===== config.mk =====
export PLATFORM = sky130hd
export DESIGN_NAME = mips_writeback
export DESIGN_NICKNAME = d
export VERILOG_FILES = /design/src/rtl/mips_writeback.sv
export SDC_FILE = /design/constraint.sdc
export NUM_CORES = 1
export LEC_CHECK = 0
export ABC_AREA = 1
export BUFFER_PORTS_ARGS = -buffer_cell sky130_fd_sc_hd__buf_2
export CORE_MARGIN = 4
export CORE_UTILIZATION = 30
export CTS_CLUSTER_SIZE = 25
export DETAILED_ROUTE_END_ITERATION = 8
export GPL_TIMING_DRIVEN = 0
export PLACE_DENSITY = 0.62
export RECOVER_POWER = 25
export SLEW_MARGIN = 20
export SYNTH_ARGS = -nofsm -noshare
export SYNTH_HDL_FRONTEND = slang
export SYNTH_SLANG_ARGS = --single-unit

===== constraint.sdc =====
create_clock -name clk -period 3 [get_ports clk]
set_clock_uncertainty 0.1 [all_clocks]
set_input_delay 0.15 -clock clk [delete_from_list [all_inputs] [get_ports clk]]
set_output_delay 0.15 -clock clk [all_outputs]
set_load 0.02 [all_outputs]

===== src/rtl/mips_writeback.sv =====
// rtl/mips_writeback.sv - MIPS write-back stage: ALU/load retire, lane extract, register-file write port (optional WB_FWD_EN bypass)
module mips_writeback #(
    parameter int DATA_WIDTH = 32,
    parameter int ADDR_WIDTH = 5
) (
    input  logic                  clk,
    input  logic                  rst,
    input  logic                  in_valid,
    output logic                  in_ready,
    input  logic [ADDR_WIDTH-1:0] in_rd,
    input  logic                  in_wen,
    input  logic                  in_is_load,
    input  logic [2:0]            in_load_type,
    input  logic [DATA_WIDTH-1:0] in_result,
    input  logic                  mem_rdata_valid,
    input  logic [DATA_WIDTH-1:0] mem_rdata,
    output logic                  rf_wen,
    output logic [ADDR_WIDTH-1:0] rf_waddr,
    output logic [DATA_WIDTH-1:0] rf_wdata,
    output logic                  misalign,
`ifdef WB_FWD_EN
    input  logic [ADDR_WIDTH-1:0] fwd_raddr1,
    input  logic [ADDR_WIDTH-1:0] fwd_raddr2,
    output logic                  fwd_hit1,
    output logic                  fwd_hit2,
    output logic [DATA_WIDTH-1:0] fwd_data,
`endif
    output logic                  busy
);

    localparam logic [2:0] LT_LB  = 3'd0;
    localparam logic [2:0] LT_LH  = 3'd1;
    localparam logic [2:0] LT_LBU = 3'd4;
    localparam logic [2:0] LT_LHU = 3'd5;

    typedef enum logic [1:0] {
        IDLE     = 2'd0,
        WAIT_MEM = 2'd1,
        WRITE    = 2'd2
    } state_t;

    state_t state, state_nxt;

    logic [ADDR_WIDTH-1:0] rd_q;
    logic [1:0]            lo_q;
    logic [2:0]            type_q;
    logic                  wen_q;
    logic                  mis_q;

    logic                  accept;
    logic                  in_mis;
    logic                  load_done;
    logic [7:0]            sel_byte;
    logic [15:0]           sel_half;
    logic [DATA_WIDTH-1:0] load_data;

    assign in_ready  = (state != WAIT_MEM);
    assign accept    = in_valid && in_ready;
    assign busy      = (state != IDLE);
    assign load_done = (state == WAIT_MEM) && mem_rdata_valid;

    // Alignment is judged at acceptance so the latched flag alone decides the completion
    always_comb begin
        in_mis = 1'b0;
        case (in_load_type)
            LT_LB, LT_LBU: in_mis = 1'b0;
            LT_LH, LT_LHU: in_mis = in_result[0];
            default:       in_mis = (in_result[1:0] != 2'b00);
        endcase
    end

    // Little-endian lane select and sign/zero extension of the returned word
    always_comb begin
        sel_byte = 8'h00;
        case (lo_q)
            2'd0:    sel_byte = mem_rdata[7:0];
            2'd1:    sel_byte = mem_rdata[15:8];
            2'd2:    sel_byte = mem_rdata[23:16];
            default: sel_byte = mem_rdata[31:24];
        endcase
        sel_half  = lo_q[1] ? mem_rdata[31:16] : mem_rdata[15:0];
        load_data = mem_rdata;
        case (type_q)
            LT_LB:   load_data = {{(DATA_WIDTH-8){sel_byte[7]}}, sel_byte};
            LT_LBU:  load_data = {{(DATA_WIDTH-8){1'b0}}, sel_byte};
            LT_LH:   load_data = {{(DATA_WIDTH-16){sel_half[15]}}, sel_half};
            LT_LHU:  load_data = {{(DATA_WIDTH-16){1'b0}}, sel_half};
            default: load_data = mem_rdata;
        endcase
    end

    // Next-state: WRITE always lasts one cycle unless another instruction is accepted
    always_comb begin
        state_nxt = state;
        case (state)
            IDLE, WRITE: begin
                if (accept) begin
                    state_nxt = in_is_load ? WAIT_MEM : WRITE;
                end else begin
                    state_nxt = IDLE;
                end
            end
            WAIT_MEM: begin
                if (mem_rdata_valid) begin
                    state_nxt = WRITE;
                end
            end
            default: state_nxt = IDLE;
        endcase
    end

    // State register
    always_ff @(posedge clk or negedge rst) begin
        if (!rst) begin
            state <= IDLE;
        end else begin
            state <= state_nxt;
        end
    end

    // Latch the pending load context while memory is outstanding
    always_ff @(posedge clk or negedge rst) begin
        if (!rst) begin
            rd_q   <= '0;
            lo_q   <= 2'b00;
            type_q <= 3'd0;
            wen_q  <= 1'b0;
            mis_q  <= 1'b0;
        end else if (accept && in_is_load) begin
            rd_q   <= in_rd;
            lo_q   <= in_result[1:0];
            type_q <= in_load_type;
            wen_q  <= in_wen;
            mis_q  <= in_mis;
        end
    end

    // Registered register-file write port and misalign pulse; both default low each cycle
    always_ff @(posedge clk or negedge rst) begin
        if (!rst) begin
            rf_wen   <= 1'b0;
            rf_waddr <= '0;
            rf_wdata <= '0;
            misalign <= 1'b0;
        end else begin
            rf_wen   <= 1'b0;
            misalign <= 1'b0;
            if (load_done) begin
                rf_wen   <= wen_q && (rd_q != '0) && !mis_q;
                misalign <= mis_q;
                rf_waddr <= rd_q;
                rf_wdata <= load_data;
            end else if (accept && !in_is_load) begin
                rf_wen   <= in_wen && (in_rd != '0);
                rf_waddr <= in_rd;
                rf_wdata <= in_result;
            end
        end
    end

`ifdef WB_FWD_EN
    // Bypass for decode reading a register in the same cycle it is written
    assign fwd_hit1 = rf_wen && (rf_waddr == fwd_raddr1) && (fwd_raddr1 != '0);
    assign fwd_hit2 = rf_wen && (rf_waddr == fwd_raddr2) && (fwd_raddr2 != '0);
    assign fwd_data = rf_wdata;
`endif

endmodule


# After elaboration in Yosys (flattened, before gate mapping)
# Index checks and enable logic that the tools add are counted.
[op_classes]
reduce_logical = 21
muxes = 15
n_eq_ne = 12
[ops]
columns = ["op", "n"]
rows = [
  ["$pmux W32 S4", 1],
  ["$mux W32", 2],
  ["$pmux W8 S3", 1],
  ["$mux W16", 1],
  ["$eq A3 B3 Y1 const B", 4],
  ["$mux W5", 2],
  ["$reduce_bool A5 Y1", 2],
  ["$logic_and A1 B1 Y1", 7],
  ["$eq A3 B1 Y1 const B", 2],
  ["$logic_not A3 Y1", 2],
  ["$mux W2", 3],
  ["$reduce_bool A2 Y1", 3],
  ["$reduce_or A2 Y1", 3],
  ["$eq A2 B1 Y1 const B", 2],
  ["$eq A2 B2 Y1 const B", 2],
  ["$logic_not A2 Y1", 2],
  ["$pmux W2 S2", 1],
  ["$mux W1", 3],
  ["$logic_not A1 Y1", 2],
  ["$ne A2 B1 Y1 const B", 1],
  ["$ne A2 B2 Y1 const B", 1],
  ["$pmux W1 S2", 1],
]
[word_totals]
out_inout_bits = 41
reg_bits = 53
inputBits = 78
word_cells = 58

# Logic depth before layout (Yosys ltp)
# Gate-level depths: netlist (run 1).
[logic_depth]
ltp_word = 5
ltp_mapped = 9
mapped_depth_nobuf = 9

# Worst setup path after synthesis (run 1)
# Ideal clock, no wire load.
[synth_path]
path_kind = "register to register"
startpoint = "reg state[0]"
endpoint = "reg rf_wdata[23]"
arrival_time_ns = 1.233
t_required_ns = 2.835
path_stages_with_launch = 8
synth_period_minus_slack_ns = 1.398
setup_slack_ns = 1.602
path_buffers = 1
setup_ns = 0.065
path_cell_list = "dfrtp_1 -> nand2_2 -> nand3_4 -> nand2_2 -> buf_6 -> o21ai_0 -> o21bai_1 -> nand2_1"
[synth_between]
elab_chain_cells = 4
word_cells_on_any_way = 7
cone_classes = "eq/ne: 2; mux: 1; reduce/logical: 4"
[synth_rtl]
columns = ["element", "line", "text"]
rows = [
  ["from (decl)", "42", "state_t state, state_nxt;"],
  ["from (signal assigned)", "117", "state <= state_nxt;"],
  ["$ne A2 B1 Y1", "57", "assign in_ready = (state != WAIT_MEM);"],
  ["named net in_ready", "9", "output logic in_ready,"],
  ["$logic_and A1 B1 Y1", "58", "assign accept = in_valid && in_ready;"],
  ["$logic_and A1 B1 Y1", "153", "end else if (accept && !in_is_load) begin"],
  ["$reduce_bool A2 Y1 (no line)", "--", ""],
  ["to (signal assigned)", "152", "rf_wdata <= load_data;"],
  ["to (signal assigned)", "156", "rf_wdata <= in_result;"],
  ["to (decl)", "19", "output logic [DATA_WIDTH-1:0] rf_wdata,"],
]
# The timed path passes the listed nets, and every way through them passes these cells.
# A chain may end at the register's enable or synchronous reset.

# Final worst setup path (run 1)
[layout_path]
startpoint = "in mem_rdata_valid"
endpoint = "reg rf_wdata[0]"
[layout_between]
elab_chain_cells = 2
word_cells_on_any_way = 3
cone_classes = "mux: 1; reduce/logical: 2"
[layout_rtl]
columns = ["element", "line", "text"]
rows = [
  ["from (decl)", "15", "input logic mem_rdata_valid,"],
  ["$logic_and A1 B1 Y1 *", "60", "assign load_done = (state == WAIT_MEM) && mem_rdata_valid;"],
  ["$mux W32 or $reduce_bool A2 Y1 (tied branches)", "--", ""],
]
# Every way passes the cells marked *; elsewhere a longest branch is shown, timed or not.

==> results_dict.tcl, run 1 <==
set metrics [dict create \
    synth-simple-area-share_pct 27.8 \
    clock_path_buffers 2 \
    final_core_util_pct 40.2 \
    power.leakage_nw 2.05 \
    max_freq_ghz 0.596 \
    totalNegativeSetupSlack_ns 0 \
    cts_buffers 5 \
    setup_violations 0 \
    wirelength_mm 10.0 \
    drc_errors 0 \
    min_period_over_period_pct 55.9 \
    yosys.cell_types.count 29 \
    timing_worst_slew_pin_value_ns 1.32 \
    final_net_count 617 \
    mappedNetlistArea_sq_um 3030 \
    skew_pair_late_insertion_delay_ns 0.30 \
    die_boundary_width_microns 109 \
    instances_no_fill 672 \
    syn_nets 485 \
    rsz0062_at_grt "false" \
    cts_setup_buffers 0 \
    synth.area.mux_share_pct 0 \
    synth_xor_xnor_area_share_pct 0 \
    place.detailed.instances 658 \
    run_status "complete, no violations" \
    firstDrtPassIters 5 \
    cp_data_arrival_time_ns 1.78 \
    core_area_sq_um 9820 \
    hp-class "primary input to flop" \
    post_route_cells_drive_above_1_share_pct 30.8 \
    cts_max_level 2 \
    cts.clk_slew.worst_paths_ns 0.10 \
    max_cap_viol_count 0 \
    worst-endpoint-required_ns 3.11 \
    timing_hold_violations_final 0 \
    maxSlewViolCount 0 \
    yosysSeqAreaShare_pct 43.7 \
    area.growth.synth_to_final_pct 30.1 \
    power.density_cell_area_nw_per_um2 663 \
    grt_antenna_before_repair 2 \
    path_class "primary input to flop" \
    worst_slew_margin_rel_pct 11.9 \
    critical_path_peak_fanout 10 \
    gr-usage-all-layers_pct 17.1 \
    antenna_cells_inserted 0 \
    synth_top_family_by_area "simple AND/OR/NAND/NOR gates" \
    port_buffers 118 \
    clock-root-buffer "clkbuf_8" \
    synth_compound_gate_area_share_pct 20.1 \
    tritoncts_clock_tree "done" \
    grt_start_max_net_pins 54 \
    grt_pass1_vias 3077 \
    routedWlPerCell_microns 14.9 \
    gp_routability_congestion 0.883 \
    die-area_sq_um 11800 \
    reg2reg_slack_ns 1.35 \
    cts.sinks 53 \
    total_power_mw 2.62 \
    ys.warnings.count 0 \
    fp.dieH_microns 109 \
    detailroute.via_count 3233 \
    final.min_clock_period_ns 1.68 \
    worst_setup_path_end_kind "flop" \
    antenna_left 0 \
    least_setup_slack_across_all_paths_after_layout_ns 1.32 \
    syn_inst_count 407 \
    initialDrtViolationCount 174 \
    critPathLaunchType "primary input" \
    syn_avg_cell_area_sq_um 7.45 \
    first_pass_grt_wire_length_mm 15.8 \
    synth_adder_area_share_pct 0 \
    detailedPlace.worstSlack_ns 1.37 \
    boundaryPins 119 \
    max-vdd-ir-drop_v 0.000296 \
    viasPerCell 4.81 \
    grt_overflow 0 \
    synth-seq-cells 53 \
    post-dp-hpwl_mm 8.06 \
    placementRows 36 \
    initial_utilization_pct 30.9 \
]
==> report_power, final <==
| group | switching [mW] | internal (mW) | total (mW) | leakage, nW |
|---|---|---|---|---|
| registers | 0.118 | 0.921 | 1.04 | 0.641 |
| clock network | 0.241 | 0.162 | 0.403 | 0.0402 |
| logic | 0.769 | 0.407 | 1.18 | 1.37 |
| total | 1.13 | 1.49 | 2.62 | 2.05 |
==> routing by layer <==
| metal | track usage (%) | part of all wire (%) |
|---|---|---|
| met1 | 23.3 | 45 |
| met2 | 27.1 | 45 |
| met3 | 5.01 | 8.9 |
| met4 | 3.34 | 0.85 |
| met5 | 0 | 0.20 |
==> cell type report <==
class                           instances  area [sq um]
Inverter                               32           125
Clock inverter                          2          16.3
Multi-Input combinational cell        300          1460
Tap cell                              133           166
Buffer                                 22           126
Timing Repair Buffer                  125           661
Fill cell                            1091          5870
Sequential cell                        53          1330
Clock buffer                            5          68.8
==> critical path, cell delays in order <==
cell	delay (ns)
dlygate4sd3_1	0.53
buf_2	0.13
nand3_2	0.14
buf_2	0.25
buf_2	0.28
o21ai_0	0.16
nand2_1	0.10
nand2_1	0.04
==> path summary, 6_finish.rpt <==
kind | from | to | depth (start not counted)
hold / removal | mem_rdata[1] | rf_wdata[1] | 3
hold reg to reg | rf_wdata[3] | rf_wdata[3] | 2
min in group asynchronous | rst | rf_waddr[1] | 2
setup reg to reg | state[0] | rf_wdata[0] | 6
max in group asynchronous | rst | rf_wdata[3] | 2
setup / recovery | mem_rdata_valid | rf_wdata[0] | 8
==> Yosys cell counts <==
library cell	n	share of area [%]
a21oi_1	36	5.9
a21oi_4	1	0.54
a31oi_1	1	0.21
buf_2	14	2.3
buf_4	1	0.25
buf_6	3	1.1
clkbuf_1	4	0.49
clkinv_4	1	0.29
dfrtp_1	53	44
inv_1	28	3.5
inv_2	3	0.37
nand2_1	119	15
nand2_2	3	0.62
nand3_1	22	3.6
nand3_2	3	0.99
nand3_4	1	0.58
nand4_1	2	0.41
nand4_2	1	0.41
nand4_4	1	0.70
nor2_1	29	3.6
nor3_1	2	0.33
o211ai_1	4	0.99
o21a_1	4	0.99
o21ai_0	44	7.3
o21bai_1	9	2.2
o221ai_1	1	0.29
o22ai_1	7	1.4
o31ai_1	1	0.25
or2_2	9	1.9
==> per-stage QoR <==
| step | instance area, sq um | hold slack [ns] |
|---|---|---|
| 2_1_floorplan | 3030 | -0.246 |
| 3_3_place_gp | 3790 | 0.260 |
| 3_5_place_dp | 3790 | 0.142 |
| 4_1_cts | 3950 | 0.00691 |
| 5_1_grt | 3950 | 0.0317 |
| 6_report | 3950 | 0.00812 |
==> kinds of logic (layout without fill, tap and decap cells) <==
kind of cell | after synthesis | count (layout)
AND/OR/NAND/NOR | 192 | 192
AO/OA/AOI/OAI | 108 | 108
buffers and inverters | 54 | 186
flip-flops | 53 | 53
==> cells in the final DEF, fill, tap and decap left out, types with 4 or more instances in the layout <==
master,n
dlygate4sd3_1,7
clkbuf_1,4
nand3_1,22
o22ai_1,7
clkbuf_8,5
or2_2,9
o21ai_0,44
nand2_1,119
o21bai_1,9
a21oi_1,36
o21a_1,4
o211ai_1,4
inv_1,28
nor2_1,29
dfrtp_1,53
buf_2,131
==> flip-flops by register name, indices dropped and copies added (netlist names) <==
register,count
mis_q,1
state,2
type_q,3
rf_wen,1
misalign,1
rf_wdata,32
wen_q,1
lo_q,2
rd_q,5
rf_waddr,5
==> what timing repair did <==
| item | CTS | global route |
|---|---|---|
| endpoints found under the hold margin | 59 | 0 |
| hold buffers | 7 | 0 |
| resized for setup | 0 | 0 |
| setup endpoints to repair | 0 | 0 |
Power figures use the tool's default switching activity.
==> run 2: changes to the inputs <==
--- a/config.mk
+++ b/config.mk
@@ -5,7 +5,7 @@
 export SDC_FILE = /design/constraint.sdc
 export NUM_CORES = 1
 export LEC_CHECK = 0
-export ABC_AREA = 1
+export ABC_AREA = 0
 export BUFFER_PORTS_ARGS = -buffer_cell sky130_fd_sc_hd__buf_2
 export CORE_MARGIN = 4
 export CORE_UTILIZATION = 30
==> constraint.sdc (replaced) <==
create_clock -name clk -period 1.6 [get_ports clk]
set_clock_uncertainty 0.1 [all_clocks]
set_input_delay 0.08 -clock clk [delete_from_list [all_inputs] [get_ports clk]]
set_output_delay 0.08 -clock clk [all_outputs]
set_load 0.02 [all_outputs]
==> results_dict.tcl, run 2 <==
set metrics [dict create \
    run_status "finished with violations" \
    failed_checks "hold timing, setup timing" \
    maxSlewViolCount 0 \
    postSynth.asyncResetShare_pct 100 \
    routedWlPerCell_microns 17.2 \
    cell_internal_pwr_mw 3.18 \
    most_used_cells_in_the_layout_excluding_fill_and_tap_cells "120 x buf_2, 54 x dlygate4sd3_1, 52 x dfrtp_1, 50 x nand2_1, 23 x nand3_1" \
    cp_data_arrival_time_ns 1.83 \
    filler_cell_count 909 \
    clock_power_share_pct 16.0 \
    area.growth.synth_to_final_pct 63.6 \
    largest_reg_flops 32 \
    setup_violations 15 \
    least_setup_slack_across_all_paths_after_layout_ns -0.125 \
    max-vdd-ir-drop_v 0.000403 \
    path_class "flop to flop" \
    initial_utilization_pct 30.6 \
    wirelength_mm 11.3 \
    hold_path_end "rf_wdata[31]" \
    p_sw_mw 2.21 \
    yosys.cell_types.count 37 \
    tritoncts_clock_tree "done" \
    busiest_layer "met2" \
    antenna_cells_inserted 0 \
    most_common_cell_after_layout_fill_and_taps_aside "buf_2" \
    timing_worst_slew_pin_value_ns 0.754 \
    gr-usage-all-layers_pct 18.7 \
    yosysSeqAreaShare_pct 44.6 \
    drc_errors 0 \
    hold_start "in_result[31]" \
    routing_usage_on_met1_pct 23.4 \
    power.leakage_nw 2.31 \
    min_period_over_period_pct 108 \
    synth.most_common_cell "dfrtp_1" \
    synth.area.top_cells "dfrtp_1 45%, mux2i_1 9.4%, nand2_1 6.3%, o211ai_1 4.3%, nand3_1 4.0%" \
    clock-root-buffer "clkbuf_8" \
    instances_no_fill 654 \
    yosysTopAreaCellShare_pct 44.6 \
    top_register "rf_wdata" \
    grt_use_met3_pct 3.18 \
    critPathLaunchType "flop" \
    reg_top3 "rf_wdata (32), rd_q (5), rf_waddr (5)" \
    fp.dieH_microns 108 \
    placementRows 36 \
    grt_overflow 0 \
    seq_power_share_pct 37.4 \
    rsz0062_at_grt "true" \
    die-area_sq_um 11600 \
    viasPerCell 5.05 \
    skew_pair_late_insertion_delay_ns 0.32 \
    synth-edff-count 0 \
    cts.sinks 53 \
    reg2reg_slack_ns -0.12 \
    reg2reg_from "lo_q[1]" \
    max_freq_ghz 0.580 \
    grt_antenna_before_repair 0 \
    switch_share_pct 41.0 \
    timing_hold_violations_final 3 \
    worst_setup_path_end_kind "flop" \
    synth_common_cells "53 x dfrtp_1, 50 x nand2_1, 28 x mux2i_1" \
    clock_path_buffers 2 \
    fin_worst_hold_slack_ns -0.0231 \
    totalNegativeSetupSlack_ns -0.886 \
    antenna_left 0 \
    cts.clk_slew.worst_paths_ns 0.12 \
    synth_top_area_cell "dfrtp_1" \
    firstDrtPassIters 4 \
    ys.warnings.count 0 \
    worst-endpoint-required_ns 1.71 \
    boundaryPins 119 \
    total_power_mw 5.38 \
    reg_to_reg_end "rf_wdata[11]" \
    final.min_clock_period_ns 1.72 \
    syn_nets 399 \
    leading_register_cell_type_out_of_synthesis "dfrtp_1" \
    post-dp-hpwl_mm 7.74 \
    first_pass_grt_wire_length_mm 17.1 \
    grt_pass1_vias 3353 \
    grt_start_max_net_pins 54 \
    cts_max_level 2 \
    syn_inst_count 321 \
    cts_buffers 5 \
    syn_avg_cell_area_sq_um 9.27 \
    detailroute.via_count 3302 \
    initialDrtViolationCount 159 \
    comb_power_share_pct 46.6 \
    die_boundary_width_microns 108 \
    final_net_count 598 \
    mappedNetlistArea_sq_um 2980 \
    worst_hold_path.num_cells 3 \
    post_route_cells_drive_above_1_share_pct 40.1 \
    worst_slew_margin_rel_pct 49.7 \
    core_area_sq_um 9730 \
    gp_routability_congestion 0.822 \
    place.detailed.instances 572 \
    synth-seq-cells 53 \
    max_cap_viol_count 0 \
    routing_usage_on_met2_pct 33.4 \
    port_buffers 118 \
    critical_path_peak_fanout 7 \
    power.density_cell_area_nw_per_um2 1110 \
    worst_r2r_path_depth 5 \
    hp-class "primary input to flop" \
]
run 2: cell types whose count changed in the layout (fill, tap and decap cells not counted), sizes merged, moves of 24 or more:
cell	before	now
a21oi	37	8
buf	135	159
dlygate4sd3	7	54
inv	31	5
mux2i	0	28
nand2	122	50
o21ai	44	10
run 2: how the worst max path moves through the flow:
stage	slack (ns)	end	from	depth (start not counted)
4_1_cts	-0.15	rf_wdata[12]	lo_q[1]	5
6_report	-0.12	rf_wdata[11]	lo_q[1]	5
3_5_place_dp	-0.37	rf_waddr[3]	state[0]	5
5_1_grt	-0.20	rf_wdata[10]	lo_q[1]	5
3_3_place_gp	-0.37	rf_waddr[3]	state[0]	5
2_1_floorplan	-0.008	rf_wdata[8]	lo_q[1]	5
run 2: repair_timing:
action                                 in CTS  in global routing
setup buffers                              10                 12
setup endpoints to repair                  48                 51
hold buffers                               54                  0
endpoints found under the hold margin      96                  0
cloned                                      1                  2
gates resized for setup                    39                 47
pin swaps                                   9                 11
run 2: metal layers:
metal,vias up,wire [microns]
li1,1566,-
met1,1597,4720
met2,120,5670
met3,19,689
met4,0,167
met5,-,0
run 2: cells by family after synthesis:
kind of cell	synth area share, %
and+or+nand+nor	20.1
muxes	12.8
buffers and inverters	5.51
DFF	44.6
AOI/OAI and AO/OA	17.0
run 2: through the flow:
stage                     cell area, sq um  setup slack, ns  hold slack (ns)  utilization [%]
after floorplan                       2980         -0.00776           -0.316                -
after global placement                3740           -0.375            0.187             38.4
after global routing                  4870           -0.200           0.0122             50.1
after detailed placement              3740           -0.372           0.0704             38.4
after CTS                             4620           -0.145          -0.0227             47.5
final                                 4870           -0.125          -0.0231             50.1
run 2: critical path, stage by stage (launching register included):
cell and delay, ns:
dfrtp_1 0.36, buf_6 0.11, mux4_2 0.55, a21oi_4 0.23, and3_1 0.20, a211oi_1 0.05
run 2: final cells by class:
| cell class | count | area, sq um | area share [%] |
|---|---|---|---|
| flip-flops and latches | 53 | 1330 | 27.3 |
| clock buffers | 5 | 68.8 | 1.41 |
| clock inverters | 3 | 28.8 | 0.591 |
| multi-input cells | 237 | 1650 | 33.9 |
| inverters | 3 | 11.3 | 0.231 |
| plain buffers | 23 | 221 | 4.55 |
| repair buffers | 197 | 1400 | 28.7 |
| well taps | 133 | 166 | 3.42 |
run 2: power by group through the flow:
stage,registers (mW),clock network [mW],logic [mW]
2_1_floorplan,2.39,0,0.929
5_1_grt,2.07,0.905,2.71
3_3_place_gp,1.98,0,2.10
4_1_cts,1.99,0.867,2.36
6_report,2.01,0.862,2.51
3_5_place_dp,2.00,0,2.13
==> run 3: changes to the inputs <==
--- a/config.mk
+++ b/config.mk
@@ -7,6 +7,7 @@
 export LEC_CHECK = 0
 export ABC_AREA = 0
 export BUFFER_PORTS_ARGS = -buffer_cell sky130_fd_sc_hd__buf_2
+export CORE_ASPECT_RATIO = 1.75
 export CORE_MARGIN = 4
 export CORE_UTILIZATION = 30
 export CTS_CLUSTER_SIZE = 25
==> results_dict.tcl, run 3 (synthesized netlist as in run 2, its figures left out) <==
set metrics [dict create \
    run_status "finished with violations" \
    failed_checks "hold timing, setup timing" \
    cts.sinks 53 \
    worst-endpoint-required_ns 1.66 \
    timing_worst_slew_pin_value_ns 0.696 \
    switch_share_pct 40.0 \
    worst_setup_path_end_kind "flop" \
    reg_top3 "rf_wdata (32), rd_q (5), rf_waddr (5)" \
    fp.dieH_microns 140 \
    worstPathBufferInverterCount 1 \
    boundaryPins 119 \
    gp_routability_congestion 0.849 \
    die-area_sq_um 11600 \
    first_pass_grt_wire_length_mm 17.4 \
    grt_overflow 0 \
    setup_violations 15 \
    clock_path_buffers 2 \
    p_sw_mw 2.28 \
    post-dp-hpwl_mm 8.30 \
    dpl_cell_area_sq_um 3730 \
    path_class "flop to flop" \
    tritoncts_clock_tree "done" \
    post_route_cells_drive_above_1_share_pct 39.1 \
    top_register "rf_wdata" \
    max-vdd-ir-drop_v 0.000509 \
    least_setup_slack_across_all_paths_after_layout_ns -0.119 \
    stdcell_area_sq_um 4800 \
    grt_pass1_vias 3304 \
    clock_power_share_pct 20.0 \
    total_power_mw 5.70 \
    cpPeakStageDelay_ns 0.55 \
    grt_start_max_net_pins 54 \
    final.min_clock_period_ns 1.72 \
    placementRows 47 \
    final_net_count 576 \
    comb_power_share_pct 44.0 \
    initialDrtViolationCount 240 \
    skew_pair_late_insertion_delay_ns 0.30 \
    area.growth.synth_to_final_pct 61.2 \
    grt_antenna_before_repair 0 \
    gr-usage-all-layers_pct 18.9 \
    crit_chain "buf_6 > mux4_2 > a21oi_4 > and3_4 > a211oi_2" \
    detailroute.via_count 3302 \
    clock-root-buffer "clkbuf_16" \
    fin_worst_hold_slack_ns -0.00372 \
    routedWlPerCell_microns 19.4 \
    timing_hold_violations_final 2 \
    max_freq_ghz 0.582 \
    wirelength_mm 12.0 \
    critical_path.top_delay_family "multiplexers" \
    most_used_cells_in_the_layout_excluding_fill_and_tap_cells "92 x buf_2, 53 x dfrtp_1, 47 x nand2_1, 34 x dlygate4sd3_1, 29 x clkbuf_1" \
    cp_data_arrival_time_ns 1.78 \
    critPathLaunchType "flop" \
    max_cap_viol_count 0 \
    hp-class "primary input to flop" \
    cp_slowest_cell "mux4_2" \
    cell_internal_pwr_mw 3.42 \
    initial_utilization_pct 31.1 \
    largest_reg_flops 32 \
    antenna_left 0 \
    critical_path_peak_fanout 7 \
    firstDrtPassIters 4 \
    core_area_sq_um 9590 \
    die_boundary_width_microns 83.3 \
    worst_slew_margin_rel_pct 53.6 \
    seq_power_share_pct 36.0 \
    drc_errors 0 \
    viasPerCell 5.32 \
    cts_buffers 5 \
    port_buffers 118 \
    cts.clk_slew.worst_paths_ns 0.08 \
    power.density_cell_area_nw_per_um2 1190 \
    power.leakage_nw 2.21 \
    maxSlewViolCount 0 \
    filler_cell_count 902 \
    antenna_cells_inserted 0 \
    cts_max_level 2 \
    most_common_cell_after_layout_fill_and_taps_aside "buf_2" \
    rsz0062_at_grt "true" \
    min_period_over_period_pct 107 \
]
## run 3: through the flow
| step | hold slack, ns | setup slack, ns | setup TNS, ns | std cells | utilization, % |
|---|---|---|---|---|---|
| floorplan | -0.316 | -0.00776 | -0.0487 | 321 | - |
| global placement | 0.179 | -0.361 | -8.98 | 561 | 38.8 |
| detailed placement | 0.0780 | -0.335 | -9.19 | 561 | 38.9 |
| CTS | -0.0125 | -0.121 | -0.809 | 610 | 45.9 |
| global route | 0.00418 | -0.168 | -2.84 | 621 | 50.1 |
| finish | -0.00372 | -0.119 | -0.921 | 621 | 50.1 |
## run 3: path summary, 6_finish.rpt
kind,from,to,slack (ns),cells after the start
max,lo_q[1],rf_wdata[12],-0.12,5
min,mem_rdata[31],rf_wdata[31],-0.004,3
max reg2reg,lo_q[1],rf_wdata[12],-0.12,5
min reg2reg,wen_q,wen_q,0.37,2
max in group asynchronous,rst,rf_waddr[4],0.66,2
min in group asynchronous,rst,rf_wdata[10],0.27,2
## run 3: cell type report
type,instances,area (sq um),share of cell area (%)
Buffer,25,267,5.55
Multi-Input combinational cell,237,1720,35.9
Inverter,3,13.8,0.287
Clock buffer,6,139,2.89
Clock inverter,2,13.8,0.287
Sequential cell,53,1330,27.6
Tap cell,122,153,3.18
Timing Repair Buffer,173,1160,24.2
## run 3: layer usage
metal	vias up	part of all wire, %	track usage (%)	wire [microns]
met5	-	0	0	0
met4	0	3.9	8.44	473
met2	123	57	36.3	6820
li1	1524	-	-	-
met1	1625	35	19.8	4160
met3	30	4.7	2.78	567
## run 3: timing repair
item / 4_1_cts / 5_1_grt
setup endpoints to repair: 49 / 47
cloned: 0 / 4
pin swaps: 9 / 21
hold endpoints to repair: 91 / 0
setup buffers: 9 / 8
resized for setup: 31 / 69
hold buffers: 34 / 0
## run 3: power groups by stage
stage / clock (mW) / combinational, mW / sequential, mW
after floorplan: 0 / 0.929 / 2.39
after global placement: 0 / 2.12 / 1.98
after detailed placement: 0 / 2.14 / 2.01
after CTS: 1.16 / 2.31 / 2.00
after global routing: 1.22 / 2.70 / 2.09
final: 1.14 / 2.51 / 2.05
## run 3: worst reg2reg max path: stages, from the launching register on
cell	delay, ns
dfrtp_1	0.34
buf_6	0.11
mux4_2	0.55
a21oi_4	0.23
and3_4	0.22
a211oi_2	0.04
